File: src/rtl/bsg_cover_mc_pkg.sv
// rtl/bsg_cover_mc_pkg.sv - shared types and sizing helpers for the coverage collector
//
// Purpose: FSM state enum plus constant functions that size the record
//          and the drain beat count.
// Ports:   none (package).
package bsg_cover_mc_pkg;

   typedef enum logic {FILL = 1'b0, DRAIN = 1'b1} state_e;

   // Bit width needed to index n items; never returns 0 so a single item
   // still gets a 1-bit field.
   function automatic int safe_clog2(input int n);
      int r;
      r = 0;
      while ((1 << r) < n) r++;
      return (r == 0) ? 1 : r;
   endfunction

   function automatic int cdiv(input int a, input int b);
      return (a + b - 1) / b;
   endfunction

   // Record = {hit (optional), chan_id, value}
   function automatic int rec_width(input int lg_chan, input int width,
                                    input int cnt_width, input bit hit_en);
      return lg_chan + width + (hit_en ? cnt_width : 0);
   endfunction

endpackage

File: src/rtl/bsg_cover_mc_serializer.sv
// rtl/bsg_cover_mc_serializer.sv - splits one record into MSB-first drain beats
//
// Purpose: presents the record selected by the top as beats_p beats of
//          out_width_p bits, most significant beat first, with a
//          valid/ready handshake. The record is zero-padded at the top.
// Ports:
//   clk_i, reset_i   clock, synchronous active-high reset
//   en_i             1 while the collector is draining (drives v_o)
//   rec_i            current record
//   last_rec_i       rec_i is the final record of this drain
//   v_o, data_o      beat valid / beat data (data_o is 0 when not enabled)
//   last_o           final beat of the final record
//   ready_i          consumer ready
//   rec_done_o       handshake on the final beat of the current record
module bsg_cover_mc_serializer
   import bsg_cover_mc_pkg::*;
#(
   parameter int rec_w_p     = 17,
   parameter int out_width_p = 8,
   parameter int beats_p     = 3
)(
   input  logic                   clk_i,
   input  logic                   reset_i,
   input  logic                   en_i,
   input  logic [rec_w_p-1:0]     rec_i,
   input  logic                   last_rec_i,
   output logic                   v_o,
   output logic [out_width_p-1:0] data_o,
   output logic                   last_o,
   input  logic                   ready_i,
   output logic                   rec_done_o
);

   localparam int bw_lp  = safe_clog2(beats_p);
   localparam int pad_lp = beats_p * out_width_p;

   logic [bw_lp-1:0]  beat_r;
   logic [pad_lp-1:0] padded;
   logic [pad_lp-1:0] shifted;
   logic              last_beat;

   assign padded    = pad_lp'(rec_i);
   assign shifted   = padded >> ((beats_p - 1 - int'(beat_r)) * out_width_p);
   assign last_beat = (beat_r == bw_lp'(beats_p - 1));

   assign v_o        = en_i;
   assign data_o     = en_i ? shifted[out_width_p-1:0] : '0;
   assign last_o     = en_i & last_beat & last_rec_i;
   assign rec_done_o = en_i & ready_i & last_beat;

   always_ff @(posedge clk_i) begin
      if (reset_i || !en_i) begin
         beat_r <= '0;
      end else if (ready_i) begin
         beat_r <= last_beat ? '0 : beat_r + 1'b1;
      end
   end

endmodule

File: src/rtl/bsg_cover_mc.sv
// rtl/bsg_cover_mc.sv - multi-channel deduplicating coverage collector
//
// Purpose: round-robin accepts coverage values from num_chan_p channels,
//          keeps each unique {channel, value} once, and drains the store
//          serially when it fills or on flush_i. gate_o stalls sources
//          while draining.
//          Optional build macro BSG_COVER_MC_HIT_COUNT_EN adds a per-record
//          saturating hit counter carried in the record MSBs.
// Ports:
//   clk_i, reset_i   clock, synchronous active-high reset
//   v_i, data_i      per-channel valid / value (channel c at [c*width_p+:width_p])
//   ready_o          per-channel accept, one-hot or zero
//   flush_i          drain a partially filled store
//   gate_o           1 while draining
//   count_o          number of valid records
//   v_o, data_o      drain beat valid / data
//   last_o           final beat of final record
//   ready_i          drain consumer ready
module bsg_cover_mc
   import bsg_cover_mc_pkg::*;
#(
   parameter int num_chan_p  = 2,
   parameter int width_p     = 16,
   parameter int els_p       = 4,
   parameter int out_width_p = 8,
   parameter int cnt_width_p = 8
)(
   input  logic                              clk_i,
   input  logic                              reset_i,
   input  logic [num_chan_p-1:0]             v_i,
   input  logic [num_chan_p*width_p-1:0]     data_i,
   output logic [num_chan_p-1:0]             ready_o,
   input  logic                              flush_i,
   output logic                              gate_o,
   output logic [safe_clog2(els_p+1)-1:0]    count_o,
   output logic                              v_o,
   output logic [out_width_p-1:0]            data_o,
   output logic                              last_o,
   input  logic                              ready_i
);

`ifdef BSG_COVER_MC_HIT_COUNT_EN
   localparam bit hit_en_lp = 1'b1;
`else
   localparam bit hit_en_lp = 1'b0;
`endif
   localparam int lg_chan_lp = safe_clog2(num_chan_p);
   localparam int cw_lp      = safe_clog2(els_p + 1);
   localparam int iw_lp      = safe_clog2(els_p);
   localparam int rec_w_lp   = rec_width(lg_chan_lp, width_p, cnt_width_p, hit_en_lp);
   localparam int beats_lp   = cdiv(rec_w_lp, out_width_p);

   state_e                state_r, state_n;
   logic [cw_lp-1:0]      count_r, count_n;
   logic [iw_lp-1:0]      rd_idx_r, rd_idx_n;
   logic [lg_chan_lp-1:0] rr_ptr_r, rr_ptr_n;

   logic [lg_chan_lp-1:0] chan_r [els_p];
   logic [width_p-1:0]    val_r  [els_p];
`ifdef BSG_COVER_MC_HIT_COUNT_EN
   logic [cnt_width_p-1:0] hit_r [els_p];
`endif

   logic                  gnt_v;
   logic [lg_chan_lp-1:0] gnt_idx;
   logic [width_p-1:0]    in_val;
   logic                  accept;
   logic                  wr;
   logic [els_p-1:0]      match_vec;
   logic [rec_w_lp-1:0]   cur_rec;
   logic                  last_rec;
   logic                  rec_done;

   // Round-robin: scan from rr_ptr_r upward with wrap; descending loop so
   // the lowest offset from the pointer is the last (winning) assignment.
   always_comb begin
      int j;
      gnt_v   = 1'b0;
      gnt_idx = '0;
      j       = 0;
      for (int i = num_chan_p - 1; i >= 0; i--) begin
         j = int'(rr_ptr_r) + i;
         if (j >= num_chan_p) j = j - num_chan_p;
         if (v_i[j]) begin
            gnt_v   = 1'b1;
            gnt_idx = lg_chan_lp'(j);
         end
      end
   end

   assign accept = (state_r == FILL) && !reset_i && gnt_v;

   always_comb begin
      ready_o = '0;
      in_val  = '0;
      for (int c = 0; c < num_chan_p; c++) begin
         if (gnt_idx == lg_chan_lp'(c)) begin
            ready_o[c] = accept;
            in_val     = data_i[c*width_p +: width_p];
         end
      end
   end

   // Only slots below count_r hold valid records.
   always_comb begin
      match_vec = '0;
      for (int i = 0; i < els_p; i++) begin
         match_vec[i] = (i < int'(count_r)) && (chan_r[i] == gnt_idx) && (val_r[i] == in_val);
      end
   end

   assign wr = accept && !(|match_vec);

   always_comb begin
      cur_rec = '0;
      for (int i = 0; i < els_p; i++) begin
         if (rd_idx_r == iw_lp'(i)) begin
`ifdef BSG_COVER_MC_HIT_COUNT_EN
            cur_rec = {hit_r[i], chan_r[i], val_r[i]};
`else
            cur_rec = {chan_r[i], val_r[i]};
`endif
         end
      end
   end

   assign last_rec = (int'(rd_idx_r) == int'(count_r) - 1);

   always_comb begin
      state_n  = state_r;
      count_n  = count_r;
      rd_idx_n = rd_idx_r;
      rr_ptr_n = rr_ptr_r;
      case (state_r)
         FILL: begin
            if (accept) begin
               rr_ptr_n = (gnt_idx == lg_chan_lp'(num_chan_p - 1)) ? '0 : gnt_idx + 1'b1;
            end
            if (wr) count_n = count_r + 1'b1;
            // Flush looks at the count including this cycle's write.
            if ((count_n == cw_lp'(els_p)) || (flush_i && (count_n != '0))) begin
               state_n  = DRAIN;
               rd_idx_n = '0;
            end
         end
         DRAIN: begin
            if (rec_done) begin
               if (last_rec) begin
                  state_n  = FILL;
                  count_n  = '0;
                  rd_idx_n = '0;
               end else begin
                  rd_idx_n = rd_idx_r + 1'b1;
               end
            end
         end
         default: state_n = FILL;
      endcase
   end

   always_ff @(posedge clk_i) begin
      if (reset_i) begin
         state_r  <= FILL;
         count_r  <= '0;
         rd_idx_r <= '0;
         rr_ptr_r <= '0;
      end else begin
         state_r  <= state_n;
         count_r  <= count_n;
         rd_idx_r <= rd_idx_n;
         rr_ptr_r <= rr_ptr_n;
      end
   end

   // Record payload needs no reset: validity is defined by count_r.
   always_ff @(posedge clk_i) begin
      for (int i = 0; i < els_p; i++) begin
         if (wr && (i == int'(count_r))) begin
            chan_r[i] <= gnt_idx;
            val_r[i]  <= in_val;
`ifdef BSG_COVER_MC_HIT_COUNT_EN
            hit_r[i]  <= cnt_width_p'(1);
`endif
         end
`ifdef BSG_COVER_MC_HIT_COUNT_EN
         if (accept && match_vec[i] && (hit_r[i] != '1)) begin
            hit_r[i] <= hit_r[i] + 1'b1;
         end
`endif
      end
   end

   assign gate_o  = (state_r == DRAIN);
   assign count_o = count_r;

   bsg_cover_mc_serializer #(
      .rec_w_p     (rec_w_lp),
      .out_width_p (out_width_p),
      .beats_p     (beats_lp)
   ) ser (
      .clk_i      (clk_i),
      .reset_i    (reset_i),
      .en_i       (state_r == DRAIN),
      .rec_i      (cur_rec),
      .last_rec_i (last_rec),
      .v_o        (v_o),
      .data_o     (data_o),
      .last_o     (last_o),
      .ready_i    (ready_i),
      .rec_done_o (rec_done)
   );

endmodule

File: config.mk
export PLATFORM = sky130hd
export DESIGN_NAME = bsg_cover_mc
export DESIGN_NICKNAME = d
export VERILOG_FILES = /design/src/rtl/bsg_cover_mc_pkg.sv /design/src/rtl/bsg_cover_mc_serializer.sv /design/src/rtl/bsg_cover_mc.sv
export SDC_FILE = /design/constraint.sdc
export NUM_CORES = 1
export LEC_CHECK = 0
export ABC_AREA = 1
export BUFFER_PORTS_ARGS = -buffer_cell sky130_fd_sc_hd__buf_2
export CORE_MARGIN = 8
export CORE_UTILIZATION = 35
export DETAILED_ROUTE_END_ITERATION = 12
export PLACE_DENSITY = 0.5
export SYNTH_ARGS = -nofsm -noshare
export SYNTH_HDL_FRONTEND = slang
export SYNTH_SLANG_ARGS = --single-unit
File: constraint.sdc
create_clock -name clk_i -period 3 [get_ports clk_i]
set_input_delay 0.15 -clock clk_i [delete_from_list [all_inputs] [get_ports clk_i]]
set_output_delay 0.15 -clock clk_i [all_outputs]
set_load 0.01 [all_outputs]
==> flow_metrics.py, run 1 <==
metrics = {
    "outcome": {
        "status": "finished, final reports clean",
    },
    "setup_path": {
        "worstSetupEndpointType": "register",
        "critPathMaxFanout": 20,
        "arrival_ps": 2950,
        "crit_type": "register to register",
        "cp-start-kind": "register",
        "worstPathRequired_ps": 3240,
    },
    "routing": {
        "vias": 4785,
        "route.detailed.drc": 0,
        "wl_met3_um": 987,
        "wl_met1_um": 7659,
        "met2_length_um": 7594,
        "ant_nets": 0,
        "routedWlPerCell_um": 17.82,
        "drt_wl_total_um": 16500,
        "top_layer_used": "met4",
        "drt_first_pass_iters": 5,
        "drt_iter0_markers": 405,
        "viasPerCell": 5.167,
    },
    "global_route": {
        "grt_max_degree": 23,
        "grt_pass1_wl_um": 25600,
        "grt_pass1_vias": 4551,
        "grtUsageTotal": 0.1797,
        "grt-ovfl-total": 0,
        "antenna_found_initial": 0,
    },
    "timing": {
        "tns_ps": 0,
        "worst_pin_slew_ps": 523.7,
        "hold_violations": 0,
        "clock_skew_ps": 9.987,
        "setup_ws_ps": 295.2,
        "rsz0062_at_grt": "no",
        "max_freq_mhz": 369.7,
        "setup_viol": 0,
        "slew_viol_final": 0,
        "finalCriticalPeriod_ps": 2705,
        "max-slew-margin-rel": 0.6505,
        "period_share": 0.9016,
    },
    "place": {
        "preCtsSetupSlack_ps": 266.3,
        "gp_congestion": 0.8722,
        "dp_hpwl_um": 12460,
        "port_buffers": 53,
        "placedCellCount": 910,
    },
    "die": {
        "die_h_um": 137.8,
        "io_pins": 54,
        "initial_core_util": 0.3575,
        "core_um2": 14530,
        "die_w_um": 137.8,
        "die_area_um2": 19000,
        "std_cell_rows": 44,
    },
    "clock_network": {
        "cts-htree-levels": 3,
        "postCtsResizedCells": 0,
        "clk_latency_ps": 350,
        "cts_sinks": 77,
        "cts_tree": "built",
        "cts.reportedPaths.clkPinSlew_ps": 60,
        "cts_buffers": 9,
        "cts_root_buf": "clkbuf_16",
        "cts_setup_buffers": 0,
        "cts.path.max_buffers": 2,
        "cts_hold_buf": 0,
    },
    "yosys": {
        "synthSimpleGateAreaFrac": 0.3277,
        "synthArstFlopShare": 0,
        "synth_xor_area_frac": 0.01011,
        "synth-seq-cells": 77,
        "synthCells": 674,
        "yosys-top-cells-area": "edfxtp_1, nand2_1, inv_1, nand3_1, nor2_1",
        "synth_compound_area_frac": 0.1076,
        "synth_top_area_frac": 0.3930,
        "synth_common_cells": "nand2_1, inv_1, edfxtp_1, nand3_1, nor2_1",
        "synth.most_common_cell": "nand2_1",
        "synth_edf_count": 68,
        "synth_warnings": 0,
        "avgSynthCellArea_um2": 7.710,
        "synth_top_area_cell": "edfxtp_1",
        "synth_seq_area_share": 0.4276,
        "syn_nets": 726,
        "synth_flop_cell": "edfxtp_1",
        "muxShareOfSynthArea": 0,
        "synth-adder-area-share": 0.03371,
        "synth_top_family_by_area": "simple AND/OR/NAND/NOR gates",
        "synth_cell_types": 40,
        "netlist_area_um2": 5196,
    },
    "power_and_ir_drop": {
        "p_leak_nw": 2.813,
        "vdd_drop_max_v": 0.0002781,
        "powerDensity_nw_per_um2": 640.9,
    },
    "run": {
        "cap_viol_max_count": 0,
    },
    "min_path": {
        "hold_class": "primary input to register",
    },
    "layout": {
        "diodes": 0,
        "area_delta_synth_final_pct": 16.83,
        "fin_nets": 789,
        "final_layout_size_suffix_gt1_frac": 0.1685,
        "fin_cells": 926,
    },
}
[logic make-up after synthesis]
group | count (synthesis)
flops | 77
simple gates | 367
buf+inv | 116
xor+xnor | 6
compound gates | 94
fa+ha+maj | 14
[report_power, final]
part	internal, mW	switching, mW	leakage [nW]
clock network	0.725	0.438	0.153
logic	0.469	0.899	1.97
registers	1.29	0.0723	0.694
total	2.48	1.41	2.81
[per-layer routing]
| layer | vias to the layer above | global-route usage |
|---|---|---|
| met5 | - | 0 |
| met4 | 0 | 0.06149 |
| met2 | 138 | 0.2889 |
| li1 | 2362 | - |
| met1 | 2269 | 0.2375 |
| met3 | 16 | 0.03246 |
[layout make-up]
class / count / area [um^2]
multi-input combinational: 481 / 2501
fill: 1502 / 8463
inverter: 97 / 364.1
clock inverter: 5 / 75.07
clock buffer: 11 / 232.7
sequential: 77 / 2222
tap: 184 / 230.2
timing repair buffer: 71 / 445.4
[final timing paths]
check                                           start                        to  slack [ps]  depth (start not counted)
worst min-delay path                          reset_i         gate_o$_SDFF_PP0_          90                          2
worst max register to register  rr_ptr_r$_SDFFE_PP0P_  rd_idx_r[0]$_SDFFE_PP0P_         300                         22
worst min register to register  rr_ptr_r$_SDFFE_PP0P_     rr_ptr_r$_SDFFE_PP0P_         530                          2
worst max-delay path            rr_ptr_r$_SDFFE_PP0P_  rd_idx_r[0]$_SDFFE_PP0P_         300                         22
[cell usage in the layout (no fill, tap or decap), types with 2 or more instances in the layout]
cell and count:
a211oi_1 3, a21boi_1 2, a21oi_1 27, a221oi_1 2
a31oi_1 2, buf_12 3, buf_2 53, buf_4 14
bufinv_16 2, clkbuf_1 2, clkbuf_16 9, clkinv_2 3
dfxtp_1 9, edfxtp_1 68, ha_1 13, inv_1 92
inv_2 4, nand2_1 186, nand2_2 13, nand2_4 8
nand3_1 65, nand3_2 6, nand3b_1 12, nand4_1 9
nor2_1 54, nor3_1 10, o211ai_1 8, o21ai_0 33
o21ai_1 3, o21ai_2 3, o22ai_1 5, xor2_1 6
[sequential cells by signal (all words and copies together), names as in the netlist]
register / flops
val_r: 64
chan_r: 4
count_o: 3
rd_idx_r: 2
ser.beat_r: 2
gate_o: 1
rr_ptr_r: 1
[metrics by stage]
step | hold WS, ps | instance area [um^2] | util | power [mW]
after CTS | 69.98 | 6052 | 0.4164 | 3.900
after global placement | 432.4 | 5744 | 0.3952 | 2.730
after global routing | 88.69 | 6071 | 0.4177 | 4.115
after detailed placement | 438.5 | 5744 | 0.3952 | 2.737
final | 86.20 | 6071 | 0.4177 | 3.891
after floorplan | 219.1 | 5196 | - | 2.267
[critical path: stages (launching register included)]
cell and delay, ps:
dfxtp_1 320, inv_2 60, nand2_2 130, buf_8 220, nand3_1 150, nand2_2 170, o21ai_0 90, nor2_1 180
nand2_1 100, nor2_1 160, nand3_1 90, nand2_1 110, inv_2 80, nand2_4 100, nand2_1 70, nand2_1 90
nand2_1 60, nand2_1 60, nand3_2 90, nand2_1 100, nand2_1 50, nand2_1 50, nor2_1 40
Power figures use the tool's default switching activity.
==> run 2, diff against run 1 <==
- SYNTH_HIERARCHICAL: not set -> 1
==> run 2 against run 1 <==
Cell count rose by 4.6%. Hold slack worse by 8.5 ps. Largest power group is now registers. Area after synthesis rose by 2.9%.
==> flow_metrics.py, run 2 <==
metrics = {
    "place": {
        "gp_congestion": 0.8904,
        "port_buffers": 53,
        "placed_area_um2": 5874,
        "dp_hpwl_um": 12460,
    },
    "clock_network": {
        "postCtsResizedCells": 0,
        "cts_sinks": 77,
        "cts_buffers": 9,
        "cts-htree-levels": 3,
        "cts_hold_buf": 0,
        "cts_root_buf": "clkbuf_16",
        "cts.reportedPaths.clkPinSlew_ps": 60,
        "cts.path.max_buffers": 2,
        "cts_setup_buffers": 0,
        "clk_latency_ps": 340,
        "cts_tree": "built",
    },
    "layout": {
        "area_delta_synth_final_pct": 15.33,
        "largest_register_ffs": 64,
        "largest_register": "val_r",
        "stdcell_area_um2": 6167,
        "diodes": 0,
        "mostFrequentLayoutCells": "nand2_1, inv_1, nand3_1",
        "fin_nets": 828,
        "layout_commonest_cell": "nand2_1",
        "final_layout_size_suffix_gt1_frac": 0.1716,
        "fillers": 1561,
    },
    "yosys": {
        "synth_top_area_frac": 0.3818,
        "synth_common_cells": "nand2_1, inv_1, nand3_1, edfxtp_1, nor2_1",
        "synth.most_common_cell": "nand2_1",
        "synthArstFlopShare": 0,
        "synth_edf_count": 68,
        "synthCells": 711,
        "syn_nets": 763,
        "synth-seq-cells": 77,
        "synth_flop_cell": "edfxtp_1",
        "avgSynthCellArea_um2": 7.521,
        "synth_cell_types": 35,
        "yosys-top-cells-area": "edfxtp_1, nand2_1, inv_1, nand3_1, nor2_1",
        "netlist_area_um2": 5348,
        "synth_top_area_cell": "edfxtp_1",
        "synth_seq_area_share": 0.4155,
        "synth_warnings": 6,
    },
    "global_route": {
        "grt_max_degree": 25,
        "grt-ovfl-total": 0,
        "grt_pass1_wl_um": 26090,
        "grt_pass1_vias": 4824,
        "antenna_found_initial": 0,
        "grtUsageTotal": 0.1720,
    },
    "die": {
        "std_cell_rows": 45,
        "io_pins": 54,
        "core_um2": 15090,
        "die_h_um": 139.6,
        "die_area_um2": 19490,
        "die_w_um": 139.6,
        "initial_core_util": 0.3544,
    },
    "timing": {
        "worst_pin_slew_ps": 568.9,
        "finalCriticalPeriod_ps": 2708,
        "period_share": 0.9027,
        "setup_viol": 0,
        "slew_viol_final": 0,
        "rsz0062_at_grt": "no",
        "tns_ps": 0,
        "hold_ws_ps": 77.65,
        "clock_skew_ps": 9.395,
        "max-slew-margin-rel": 0.6167,
        "hold_violations": 0,
        "max_freq_mhz": 369.3,
    },
    "power_and_ir_drop": {
        "swShare": 0.3305,
        "sequentialPowerShare": 0.408,
        "p_switching_mw": 1.093,
        "p_leak_nw": 2.953,
        "pwr-share-comb": 0.262,
        "power_frac_clock": 0.330,
        "p_int_mw": 2.215,
        "vdd_drop_max_v": 0.0003290,
        "powerDensity_nw_per_um2": 536.4,
    },
    "setup_path": {
        "worstSetupEndpointType": "register",
        "cp-start-kind": "register",
        "path_delay_family": "simple AND/OR/NAND/NOR gates",
        "critical_path_buf_inv_count": 4,
        "crit_type": "register to register",
        "slowest_stage": "dfxtp_1",
        "critPathMaxFanout": 24,
        "path_cells": "inv_2, nand2_4, nand2_8, inv_1, nand2_1, nand2_2, nand2_1, nand4_1, nor2_1, nand3_1, nand2_2, inv_2, nand2_4, nor2_1, buf_4",
        "arrival_ps": 2740,
        "critPathMaxStageDelay_ps": 330,
        "worstPathRequired_ps": 3030,
    },
    "routing": {
        "ant_nets": 0,
        "vias": 4926,
        "routedWlPerCell_um": 17.09,
        "drt_first_pass_iters": 5,
        "route.detailed.drc": 0,
        "drt_wl_total_um": 16560,
        "drt_iter0_markers": 407,
        "viasPerCell": 5.084,
    },
    "run": {
        "cap_viol_max_count": 0,
    },
    "min_path": {
        "hold_class": "primary input to register",
    },
    "outcome": {
        "status": "finished, final reports clean",
    },
}
## run 2: cell families (layout without fill, tap and decap cells)
logic type                 count (synthesis)  in the layout  share of synthesized area
adders and majority gates                 14             14                    0.03276
DFF                                       77             77                     0.4155
xor gates and xnor gates                   4              4                   0.006552
and+or+nand+nor                          382            382                     0.3252
AOI/OAI and AO/OA                         95             95                     0.1093
buffers and inverters                    139            209                     0.1107
## run 2: worst paths after layout
path                         start                  endpoint  slack [ps]  cells past startpoint
max          rr_ptr_r$_SDFFE_PP0P_     val_r[2][5]$_DFFE_PP_         290                     15
min                        reset_i  rd_idx_r[1]$_SDFFE_PP0P_          80                      2
max reg2reg  rr_ptr_r$_SDFFE_PP0P_     val_r[2][5]$_DFFE_PP_         290                     15
min reg2reg  rr_ptr_r$_SDFFE_PP0P_     rr_ptr_r$_SDFFE_PP0P_         500                      2
## run 2: power groups by stage
stage	combinational (mW)	clock (mW)	sequential (mW)
after detailed placement	0.860	0	1.37
after CTS	0.869	1.11	1.35
after floorplan	0.591	0	1.36
after global placement	0.856	0	1.37
final	0.867	1.09	1.35
after global routing	0.980	1.16	1.36
## run 2: stage by stage
step           setup WS, ps  total power, mW    util  std cells
3_5_place_dp          307.7            2.229  0.3893        953
5_1_grt               13.29            3.495  0.4087        969
6_report              292.0            3.308  0.4087        969
4_1_cts               275.5            3.331  0.4087        969
2_1_floorplan         14.51            1.951       -        711
3_3_place_gp          329.6            2.225  0.3893        953
## run 2: final cells by class
cell class	instances	area, um^2	share of cell area
flip-flops and latches	77	2222	0.3603
repair buffers	75	430.4	0.06979
well taps	188	235.2	0.03814
clock inverters	6	63.81	0.01035
multi-input cells	495	2539	0.4116
inverters	118	447.9	0.07263
clock buffers	10	229.0	0.03713
## run 2: routing by layer
layer  vias up  track usage  share of wire  wire [um]
met5         -            0              0          0
met4         0      0.06114          0.020        330
met3        24      0.02565          0.045        750
met2       140       0.2739           0.46       7535
met1      2307       0.2329           0.48       7943
li1       2455            -              -          -
